### src/rtl/quad_velocity.sv
// quad_velocity: per-window signed velocity, moving average and stall
// detection from a free-running 32-bit quadrature position count.
module quad_velocity #(
   parameter int TICK_DIV      = 1000000,
   parameter int AVG_LOG2      = 2,
   parameter int VEL_W         = 16,
   parameter int STALL_WINDOWS = 8
) (
   input  logic             clk,
   input  logic             resetn,
   input  logic [31:0]      count,
   input  logic             enable,
   input  logic             motor_on,
   input  logic             clear_stall,
   output logic [VEL_W-1:0] velocity,
   output logic [VEL_W-1:0] velocity_avg,
   output logic             sample_valid,
   output logic             stalled,
   output logic             sat_sticky
);

   localparam int PW    = $clog2(TICK_DIV);
   localparam int DEPTH = 1 << AVG_LOG2;
   localparam int SW    = VEL_W + AVG_LOG2;
   localparam int CW    = $clog2(STALL_WINDOWS + 1);

   localparam logic [PW-1:0] PS_LAST = PW'(TICK_DIV - 1);
   localparam logic [CW-1:0] ST_MAX  = CW'(STALL_WINDOWS);

   localparam logic signed [31:0] V_MAX =
      (32'sd1 <<< (VEL_W - 1)) - 32'sd1;
   localparam logic signed [31:0] V_MIN = ~V_MAX;

   logic [PW-1:0]           presc_q, presc_d;
   logic                    primed_q, primed_d;
   logic [31:0]             prev_q, prev_d;
   logic signed [31:0]      delta_q, delta_d;
   logic                    v1_q, v1_d;
   logic                    v2_q, v2_d;
   logic [VEL_W-1:0]        clamp_q, clamp_d;
   logic [VEL_W-1:0]        buf_q [DEPTH];
   logic [VEL_W-1:0]        buf_d [DEPTH];
   logic [AVG_LOG2-1:0]     wptr_q, wptr_d;
   logic signed [SW-1:0]    sum_q, sum_d;
   logic [VEL_W-1:0]        vel_q, vel_d;
   logic [VEL_W-1:0]        avg_q, avg_d;
   logic                    sv_q, sv_d;
   logic                    stl_q, stl_d;
   logic                    sat_q, sat_d;
   logic [CW-1:0]           scnt_q, scnt_d;

   logic                    tick;
   logic                    wr;
   logic                    strobe;
   logic [VEL_W-1:0]        clamp_now;
   logic                    sat_now;
   logic [VEL_W-1:0]        oldest;

   assign tick   = enable && (presc_q == PS_LAST);
   assign wr     = v1_q && enable;
   assign strobe = v2_q && enable;
   assign oldest = buf_q[wptr_q];

   // Window prescaler and sampling; the first tick only primes prev.
   always_comb begin
      presc_d  = presc_q;
      primed_d = primed_q;
      prev_d   = prev_q;
      delta_d  = delta_q;
      v1_d     = 1'b0;
      if (!enable) begin
         presc_d  = '0;
         primed_d = 1'b0;
      end else if (tick) begin
         presc_d  = '0;
         primed_d = 1'b1;
         prev_d   = count;
         if (primed_q) begin
            delta_d = $signed(count - prev_q);
            v1_d    = 1'b1;
         end
      end else begin
         presc_d = presc_q + 1'b1;
      end
   end

   always_comb begin
      sat_now = 1'b1;
      if (delta_q > V_MAX) begin
         clamp_now = V_MAX[VEL_W-1:0];
      end else if (delta_q < V_MIN) begin
         clamp_now = V_MIN[VEL_W-1:0];
      end else begin
         clamp_now = delta_q[VEL_W-1:0];
         sat_now   = 1'b0;
      end
   end

   // Ring buffer replaces the oldest entry; sum tracks the window.
   always_comb begin
      buf_d   = buf_q;
      wptr_d  = wptr_q;
      sum_d   = sum_q;
      clamp_d = clamp_q;
      sat_d   = sat_q;
      v2_d    = wr;
      if (wr) begin
         buf_d[wptr_q] = clamp_now;
         wptr_d  = wptr_q + 1'b1;
         sum_d   = sum_q
                 + {{AVG_LOG2{clamp_now[VEL_W-1]}}, clamp_now}
                 - {{AVG_LOG2{oldest[VEL_W-1]}}, oldest};
         clamp_d = clamp_now;
         sat_d   = sat_q | sat_now;
      end
   end

   always_comb begin
      vel_d = vel_q;
      avg_d = avg_q;
      sv_d  = strobe;
      if (strobe) begin
         vel_d = clamp_q;
         avg_d = VEL_W'(sum_q >>> AVG_LOG2);
      end
   end

   always_comb begin
      scnt_d = scnt_q;
      stl_d  = stl_q;
      if (clear_stall) begin
         scnt_d = '0;
         stl_d  = 1'b0;
      end else if (strobe) begin
         if (clamp_q == '0 && motor_on) begin
            if (scnt_q != ST_MAX) scnt_d = scnt_q + 1'b1;
            if (scnt_d == ST_MAX) stl_d = 1'b1;
         end else begin
            scnt_d = '0;
         end
      end
   end

   always_ff @(posedge clk or negedge resetn) begin
      if (!resetn) begin
         presc_q  <= '0;
         primed_q <= 1'b0;
         prev_q   <= '0;
         delta_q  <= '0;
         v1_q     <= 1'b0;
         v2_q     <= 1'b0;
         clamp_q  <= '0;
         for (int i = 0; i < DEPTH; i++) buf_q[i] <= '0;
         wptr_q   <= '0;
         sum_q    <= '0;
         vel_q    <= '0;
         avg_q    <= '0;
         sv_q     <= 1'b0;
         stl_q    <= 1'b0;
         sat_q    <= 1'b0;
         scnt_q   <= '0;
      end else begin
         presc_q  <= presc_d;
         primed_q <= primed_d;
         prev_q   <= prev_d;
         delta_q  <= delta_d;
         v1_q     <= v1_d;
         v2_q     <= v2_d;
         clamp_q  <= clamp_d;
         buf_q    <= buf_d;
         wptr_q   <= wptr_d;
         sum_q    <= sum_d;
         vel_q    <= vel_d;
         avg_q    <= avg_d;
         sv_q     <= sv_d;
         stl_q    <= stl_d;
         sat_q    <= sat_d;
         scnt_q   <= scnt_d;
      end
   end

   assign velocity     = vel_q;
   assign velocity_avg = avg_q;
   assign sample_valid = sv_q;
   assign stalled      = stl_q;
   assign sat_sticky   = sat_q;

endmodule

### config.mk
export PLATFORM = sky130hd
export DESIGN_NAME = quad_velocity
export DESIGN_NICKNAME = d
export VERILOG_FILES = /design/src/rtl/quad_velocity.sv
export SDC_FILE = /design/constraint.sdc
export NUM_CORES = 1
export LEC_CHECK = 0
export ABC_CLOCK_PERIOD_IN_PS = 10000
export BUFFER_PORTS_ARGS = -buffer_cell sky130_fd_sc_hd__buf_4
export CORE_MARGIN = 3
export CORE_UTILIZATION = 45
export CTS_BUF_LIST = sky130_fd_sc_hd__clkbuf_16
export DETAILED_ROUTE_END_ITERATION = 7
export SYNTH_ARGS = -nofsm -noshare
export SYNTH_HDL_FRONTEND = slang
export SYNTH_SLANG_ARGS = --single-unit
### constraint.sdc
create_clock -name clk -period 10 [get_ports clk]
set_input_delay 1 -clock clk [delete_from_list [all_inputs] [get_ports clk]]
set_output_delay 1 -clock clk [all_outputs]
set_load 0.05 [all_outputs]
==> run metrics, run 1 <==
cells on worst reg2reg path 16; fin cells 1,649; DIE HEIGHT 168 um; Hold-fix buffers, CTS 0; Final HPWL DP 18,100 um; Synth Area in Adders under 10%; Slew @ Worst Pin roughly 1.0 ns; share of cells above drive strength 1 13.7%; Max transition margin 30.1%; most frequent cells in the layout dfrtp_1, nand2_1, o21ai_0; CP Capture Type flop; largest family of logic cells by synthesized area compound AO/OA/AOI/OAI gates; 1st-iter DRT viols 631; Synth top area share a little under half; first-pass GRT wire length 42,800 um; Max Slew Vio Count 0; M2 GR Usage between 20% and 30%; RSZ-0062 raised after global routing no; 1st-pass router iterations 5; post-synthesis mux area share 5.38%; antenna-violating nets left 0; row cnt 58; EDFF count, synth 0; largest net degree at the start of global routing 85; area of the die roughly 28,000 sq um; Final setup viols 0; port buffer count 71; Compound-Gate Fraction of Synth Area 16.2%; Setup Buffers After CTS 0; clock transition at the registers of the reported paths 0.06 ns; sequential share of the synthesized area a little under half; Pwr Total 1.86 mW; mapped cell area 11,900 sq um; asr flop ratio synth 100%; Tcrit/Tclk final 47.8%; Setup Skew about 0.0071 ns; met1 global-route usage a little over a quarter; core area 25,500 sq um; CTS H-Tree Depth 1; Inserted Diodes 0; largest cells by area after synthesis dfrtp_1, o21ai_0, nand2_1, ha_1, inv_1; WL/cell between 15 and 20 um; cell area after placement 12,800 sq um; initial antenna violation count 0; Power Dens Cells ~140 nW/um^2; GRT busiest layer met2; total negative setup slack 0 ns; worst skew pair latency 0.52 ns; Synth Flop Type dfrtp_1; CP Max Fanout 16; gr usage total between 15 and 20%; outcome finished, final reports clean; vias 8,538; post-CTS resize count 0; Post-Syn Instances roughly 1,200; Hold Path Class primary input to async pin; kind of critical path flop to flop; clk root buf clkbuf_16; nets@finish 1,410; Hold Vio Cnt, Final 0; grt total ovfl 0; crit-path max cell delay 0.57 ns; slowest CP cell o21ai_0; fin area 13,600 sq um; Die X 168 um; #FFs+latches synth 226; leading area contributor after synthesis dfrtp_1; min Tclk post-route 4.78 ns; vias in the first global route roughly 8,300; Synth Warn # 0; met3 usage about 2.5%; Syn-to-layout area delta 14.5%; dpl cells 1,601; Max VDD drop 0.119 mV; CTS tree yes; vias per inst 5.18; Worst EP arrival 5.16 ns; xor/xnor share of the synthesized area 4.06%; CTS max path bufs 3; number of CTS-inserted buffers 26; I/O pin total 72; CTS Sinks 226; max_cap viols 0; crit start category flop; Post-Syn Nets 1,338; Cell variety after synth 65; routed wire length 25,200 um; DRC 0; Crit path required time 10.37 ns; Simple-Gate Fraction of Synth Area 13.1%; leading cell type in the layout, fill and taps excluded dfrtp_1; Most common cell on crit path o21ai_0; Fmax 209 MHz; Syn Area/Cell 9.68 sq um; Critical Path, Cell by Cell nor4_1 > a41oi_1 > buf_4 > o21ai_0 > fa_1 > inv_1 > ha_1 > a21o_1 > a21oi_1 > o21ba_2 > o21ai_0 > a2111oi_0 > o21ai_0 > a31oi_1 > xor2_1 > o21ai_0; Static Leakage 6.55 nW; Initial Utilization a little under half; GPL Wtd Cong approximately 0.84
## cell families after synthesis
logic type	count (synthesis)
muxes	41
xor gates and xnor gates	55
DFF	226
AOI/OAI and AO/OA	333
and+or+nand+nor	350
adders and majority gates	74
buffers and inverters	148
## worst max-delay path: cells and delay by family, from the launching register on
family,cells,cell delay (ns)
AO/OA/AOI/OAI,10,2.65
XOR/XNOR,1,0.16
adder cells (fa/ha/maj),2,0.80
buffers and inverters,2,0.28
flip-flops,1,0.39
AND/OR/NAND/NOR,1,0.34
## sequential cells by signal (all words and copies together), names as in the netlist, 16 cells and up
| signal | flops |
|---|---|
| buf_q | 64 |
| clamp_q | 16 |
| sum_q | 18 |
| delta_q | 32 |
| prev_q | 32 |
| presc_q | 20 |
| velocity_avg | 16 |
| velocity | 16 |
## synthesized netlist by cell type, types with 3 or more instances
cell type and count:
a21o_1 14, o21ai_0 205, a41oi_1 3, ha_1 56
nand2_1 208, mux2_2 23, a21oi_1 44, clkbuf_1 40
xnor2_1 25, buf_1 3, or2_2 4, a211oi_1 7
and3_1 15, nor3_1 13, fa_1 18, nand4_1 6
nand3_1 22, a21boi_0 3, o22ai_1 3, nor2_1 41
mux4_2 16, o31a_1 3, or3_1 7, o21a_1 13
inv_1 102, nor4_1 9, o31ai_1 5, a31oi_1 8
a211o_1 4, nor3b_1 5, nand2b_1 3, dfrtp_1 226
and2_1 4, o21bai_1 4, xor2_1 30
## final cells by class
type / instances / area [sq um]
Sequential cell: 226 / 5660
Fill cell: 2370 / 12000
Clock inverter: 21 / 118
Clock buffer: 27 / 676
Tap cell: 330 / 413
Timing Repair Buffer: 88 / 668
Multi-Input combinational cell: 853 / 5670
Inverter: 104 / 390
## through the flow
stage | setup WS [ns] | utilization, % | hold WS, ns
CTS | 5.16 | 53.2 | 0.479
global route | 4.83 | 53.2 | 0.495
detailed placement | 5.24 | 50.1 | 0.468
global placement | 5.26 | 50.1 | 0.458
floorplan | 5.46 | - | 0.441
finish | 5.22 | 53.2 | 0.458
## report_power, final
group / switching [mW] / total (mW) / internal [mW]
clock: 0.369 / 0.879 / 0.510
sequential: 0.000902 / 0.917 / 0.916
combinational: 0.0401 / 0.0622 / 0.0221
## path summary, 6_finish.rpt
check	from	end	slack, ns
max reg2reg	delta_q[18]	sum_q[16]	5.22
min	resetn	scnt_q[3]	0.46
min reg2reg	velocity_avg[9]	velocity_avg[9]	0.47
min in group clk	velocity_avg[9]	velocity_avg[9]	0.47
max in group asynchronous	resetn	buf_q[16]	7.26
max	delta_q[18]	sum_q[16]	5.22
## per-layer routing
layer	vias up	routed length (um)
li1	4356	-
met1	4028	12300
met2	127	11600
met3	27	884
met4	0	389
met5	-	0
Note: power is estimated with default switching activity, not from simulation.
==> inputs of run 2 (changes only) <==
--- a/config.mk
+++ b/config.mk
@@ -5,7 +5,7 @@
 export SDC_FILE = /design/constraint.sdc
 export NUM_CORES = 1
 export LEC_CHECK = 0
-export ABC_CLOCK_PERIOD_IN_PS = 10000
+export ABC_CLOCK_PERIOD_IN_PS = 4440
 export BUFFER_PORTS_ARGS = -buffer_cell sky130_fd_sc_hd__buf_4
 export CORE_MARGIN = 3
 export CORE_UTILIZATION = 45
==> constraint.sdc (replaced) <==
create_clock -name clk -period 4.44 [get_ports clk]
set_input_delay 0.444 -clock clk [delete_from_list [all_inputs] [get_ports clk]]
set_output_delay 0.444 -clock clk [all_outputs]
set_load 0.05 [all_outputs]
==> run 2 against run 1 <==
The flow now finishes with violations (hold timing). Critical path depth up 1. Global-route usage increased by 0.34 points. Sequential power increased by 120%. Combinational power rose by 130%. Non-clock buffer count grew 16. Count of clock-buffer cells in the layout fell by 1. Largest cell class unchanged.
==> run metrics, run 2 (same netlist as run 1, synthesis figures left out) <==
outcome finished, violations left; failing checks hold timing; Final HPWL DP between 15,000 and 20,000 um; vias per inst 5.21; worst skew pair latency 0.54 ns; cells on worst reg2reg path 17; antenna-violating nets left 0; Max VDD drop around 0.29 mV; gr usage total 18.3%; clock transition at the registers of the reported paths 0.06 ns; Initial Utilization 46.5%; vias in the first global route 8,387; Static Leakage 6.68 nW; Max Slew Vio Count 0; area of the die 28,400 sq um; max reg flops 64; routed wire length 25,400 um; min Tclk post-route 4.16 ns; DRC 0; CP Capture Type flop; CP Max Fanout 7; nets@finish about 1,400; fill cell count 2,317; fin cells 1,664; Worst EP arrival 4.55 ns; Hold Path Class primary input to async pin; Syn-to-layout area delta 16.6%; Final setup viols 0; Largest Register buf_q; clk root buf clkbuf_16; kind of critical path flop to flop; Max transition margin 28.9%; number of CTS-inserted buffers 26; core area 25,500 sq um; Setup Skew between 0.03 and 0.04 ns; total negative setup slack 0 ns; row cnt 58; Crit path required time 4.83 ns; CTS tree yes; Fmax 241 MHz; dpl cells 1,613; Power Dens Cells 317 nW/um^2; Die X 168 um; most frequent cells in the layout dfrtp_1, nand2_1, o21ai_0; register area approximately 5700 sq um; DIE HEIGHT 168 um; Inserted Diodes 0; initial antenna violation count 1; first-pass GRT wire length 43,300 um; max_cap viols 0; Tcrit/Tclk final 93.6%; share of cells above drive strength 1 15.6%; Hold Vio Cnt, Final 26; WL/cell 15.3 um; GPL Wtd Cong 0.888; largest net degree at the start of global routing approximately 120; CTS max path bufs 3; CTS H-Tree Depth 1; 1st-iter DRT viols approximately 550; vias a little under 9,000; grt total ovfl 0; Slew @ Worst Pin between 1 and 1.5 ns; top flop regs buf_q x64, delta_q x32, prev_q x32; Hold Worst Slack -0.0125 ns; multi-input logic area 5710 sq um; crit start category flop; port buffer count 71; leading cell type in the layout, fill and taps excluded dfrtp_1; I/O pin total 72; CTS Sinks ~230; 1st-pass router iterations 5
## run 2: cell count changes in the layout (fill, tap and decap cells not counted), sizes merged
| cell | change |
|---|---|
| buf | +15 |
| bufinv | +4 |
| clkinv | -2 |
| clkinvlp | -2 |
| clkbuf | -1 |
| clkdlybuf4s15 | +1 |
## run 2: cell type report
| class | count | share of cell area, % |
|---|---|---|
| multi-input cells | 853 | 41.3 |
| clock buffers | 26 | 4.70 |
| inverters | 104 | 2.82 |
| repair buffers | 104 | 5.72 |
| clock inverters | 21 | 1.67 |
| flip-flops and latches | 226 | 40.8 |
| well taps | 330 | 2.98 |
## run 2: through the flow
| step | cell area, sq um | setup WS, ns | power [mW] | utilization [%] | hold slack [ns] |
|---|---|---|---|---|---|
| floorplan | 11900 | 0.0383 | 2.16 | - | 0.148 |
| global placement | 12900 | 0.202 | 2.25 | 50.5 | 0.455 |
| finish | 13800 | 0.284 | 4.40 | 54.2 | -0.0125 |
| global route | 13800 | -0.0196 | 4.56 | 54.2 | 0.0598 |
| CTS | 13800 | 0.0955 | 4.46 | 53.9 | 0.0146 |
| detailed placement | 12900 | 0.0857 | 2.25 | 50.5 | 0.466 |
## run 2: path summary, 6_finish.rpt
path                             start          end  slack [ns]
max reg2reg                delta_q[24]    sum_q[16]        0.28
min                             resetn    scnt_q[2]       -0.01
max                        delta_q[24]    sum_q[16]        0.28
max in group asynchronous       resetn  delta_q[26]        3.31
min reg2reg                  buf_q[41]    buf_q[41]        0.47
min in group clk           clear_stall      stalled        0.07
## run 2: repair_timing
action,4_1_cts,5_1_grt
setup endpoints to repair,0,3
endpoints found under the hold margin,0,0
hold buffers,0,0
setup buffers,0,3
gates resized for setup,0,11
## run 2: per-layer routing
layer	up-vias	part of all wire (%)	global-route usage, %
li1	4397	-	-
met1	4072	49	27.1
met2	154	44	28.8
met3	37	3.9	2.44
met4	2	2.4	4.48
met5	-	0.051	0
## run 2: power breakdown
group,switching (mW),internal (mW),leakage [nW]
logic,0.0904,0.0504,3.25
clock network,0.839,1.35,0.453
registers,0.00208,2.06,2.97
## run 2: critical path, cell delays in order (launching register included)
cell and delay (ns):
dfrtp_1 0.38, nand4_1 0.18, o41ai_4 0.43, buf_4 0.21, o21ai_1 0.11, fa_1 0.52, inv_1 0.07, fa_2 0.40
a21o_1 0.18, a21oi_2 0.15, o21ba_2 0.15, o21ai_0 0.13, a2111oi_1 0.43, buf_4 0.18, o21ai_0 0.08, a31oi_1 0.20
xor2_1 0.15, o21ai_0 0.08
==> inputs of run 3 (changes only) <==
==> constraint.sdc (replaced) <==
create_clock -name clk -period 4.44 [get_ports clk]
set_input_delay 0.888 -clock clk [delete_from_list [all_inputs] [get_ports clk]]
set_output_delay 0.888 -clock clk [all_outputs]
set_load 0.05 [all_outputs]
==> run 3 against run 2 <==
The run now ends clean. Register-to-register slack got worse by 0.03 ns. Final cell count about the same. Total power decreased by 5.3%. Via count is 0.24% lower. Die area stayed put. Hold slack improved by 0.42 ns. Clock power fell by 11%. Sequential share of layout area grew 0.28 points. Core utilization down 0.37 points. Cell area shrank 0.69%. Sequential cell count is the same. Largest cell class unchanged.
==> run metrics, run 3 (same netlist as run 1, synthesis figures left out) <==
Fmax roughly 240 MHz; Syn-to-layout area delta 15.8%; clock transition at the registers of the reported paths 0.06 ns; core area 25,500 sq um; GPL Wtd Cong 0.856; Critical Path Start delta_q[25]; CP delay by family, top compound AO/OA/AOI/OAI gates; Max transition margin between 30% and 40%; grt total ovfl 0; Crit path required time 4.82 ns; CP Capture Type flop; Place WS ~0.17 ns; fin util 53.8%; routed wire length 25,900 um; clk root buf clkbuf_16; Initial Utilization 46.5%; initial antenna violation count 0; CTS H-Tree Depth 1; Tcrit/Tclk final 94.2%; number of CTS-inserted buffers 25; worst skew pair latency 0.53 ns; Final setup viols 0; 1st-pass router iterations 5; min Tclk post-route 4.18 ns; M2 GR Usage 30.5%; Inserted Diodes 0; fin area around 14,000 sq um; reg2reg setup slack 0.26 ns; met1 global-route usage a little over a quarter; slowest CP cell fa_1; Setup WS post-layout 0.258 ns; Pwr Total 4.16 mW; nets@finish 1,428; vias in the first global route 8,584; Hold Path Class primary input to async pin; I/O pin total 72; sum of buffers and inverters on the critical path 3; share of cells above drive strength 1 15.5%; Worst EP arrival between 4 and 5 ns; Largest Register buf_q; largest net degree at the start of global routing 108; Final HPWL DP 18,700 um; 1st-iter DRT viols 509; top flop regs buf_q x64, delta_q x32, prev_q x32; outcome finished, final reports clean; port buffer count 71; CTS tree yes; WL/cell 15.6 um; Static Leakage roughly 6.6 nW; Slew @ Worst Pin 1.03 ns; fin cells 1,663; Max VDD drop 0.257 mV; vias between 8,000 and 9,000; Power Dens Cells 303 nW/um^2; Hold Vio Cnt, Final 0; most frequent cells in the layout dfrtp_1, nand2_1, o21ai_0; crit start category flop; cell area after placement 12,900 sq um; crit-path max cell delay 0.52 ns; CP Max Fanout 7; DIE HEIGHT 168 um; dpl cells 1,615; kind of critical path flop to flop; GRT busiest layer met2; CTS max path bufs 3; max reg flops 64; RR Startpoint delta_q[25]; area of the die about 28,000 sq um; leading cell type in the layout, fill and taps excluded dfrtp_1; Setup Skew 0.0170 ns; met3 usage 2.65%; gr usage total between 10% and 20%; first-pass GRT wire length roughly 44,000 um; vias per inst just over 5; Critical Path, Cell by Cell nand4_1 > o41ai_2 > buf_4 > o21ai_1 > fa_1 > inv_1 > fa_1 > a21o_1 > a21oi_2 > o21ba_2 > o21ai_1 > a2111oi_1 > buf_4 > o21ai_0 > a31oi_1 > xor2_1 > o21ai_0; Max Slew Vio Count 0; DRC 0; max_cap viols 0; Die X 168 um; antenna-violating nets left 0; Hold-fix buffers, CTS 0; row cnt 58; CTS Sinks between 200 and 250
[run 3: changes by cell type in the layout (fill, tap and decap cells not counted), moves of 2 or more]
cell       change
nor4_2         +2
bufinv_16      -3
buf_4          +3
nor4_1         -2
clkinv_2       -3
[run 3: stage by stage]
stage / TNS, ns / hold WS [ns]
global route: -0.0200 / 0.453
global placement: 0 / 0.456
CTS: 0 / 0.442
detailed placement: 0 / 0.465
finish: 0 / 0.406
floorplan: 0 / 0.441
[run 3: power breakdown]
part	internal (mW)	switching [mW]
registers	2.06	0.00204
logic	0.0510	0.0912
clock network	1.13	0.823
[run 3: area by class of cell]
class	count	area, sq um
Clock buffer	25	626
Clock inverter	18	134
Fill cell	2369	11800
Inverter	104	390
Multi-Input combinational cell	853	5720
Sequential cell	226	5660
Tap cell	330	413
Timing Repair Buffer	107	808
[run 3: timing repair]
item / 4_1_cts / 5_1_grt
buffers inserted: 0 / 5
resized for setup: 0 / 12
endpoints found under the setup margin: 0 / 3
[run 3: worst paths after layout]
kind                               end  depth (start not counted)
hold reg to reg              sum_q[17]                          1
setup / recovery             sum_q[16]                         17
min in group clk             sum_q[17]                          1
setup reg to reg             sum_q[16]                         17
hold / removal               scnt_q[3]                          1
max in group asynchronous  delta_q[25]                          2
[run 3: layer usage]
metal,up-vias,routed length (um)
met5,-,0
met4,0,425
met3,32,825
met2,110,11800
met1,4102,12800
li1,4397,-
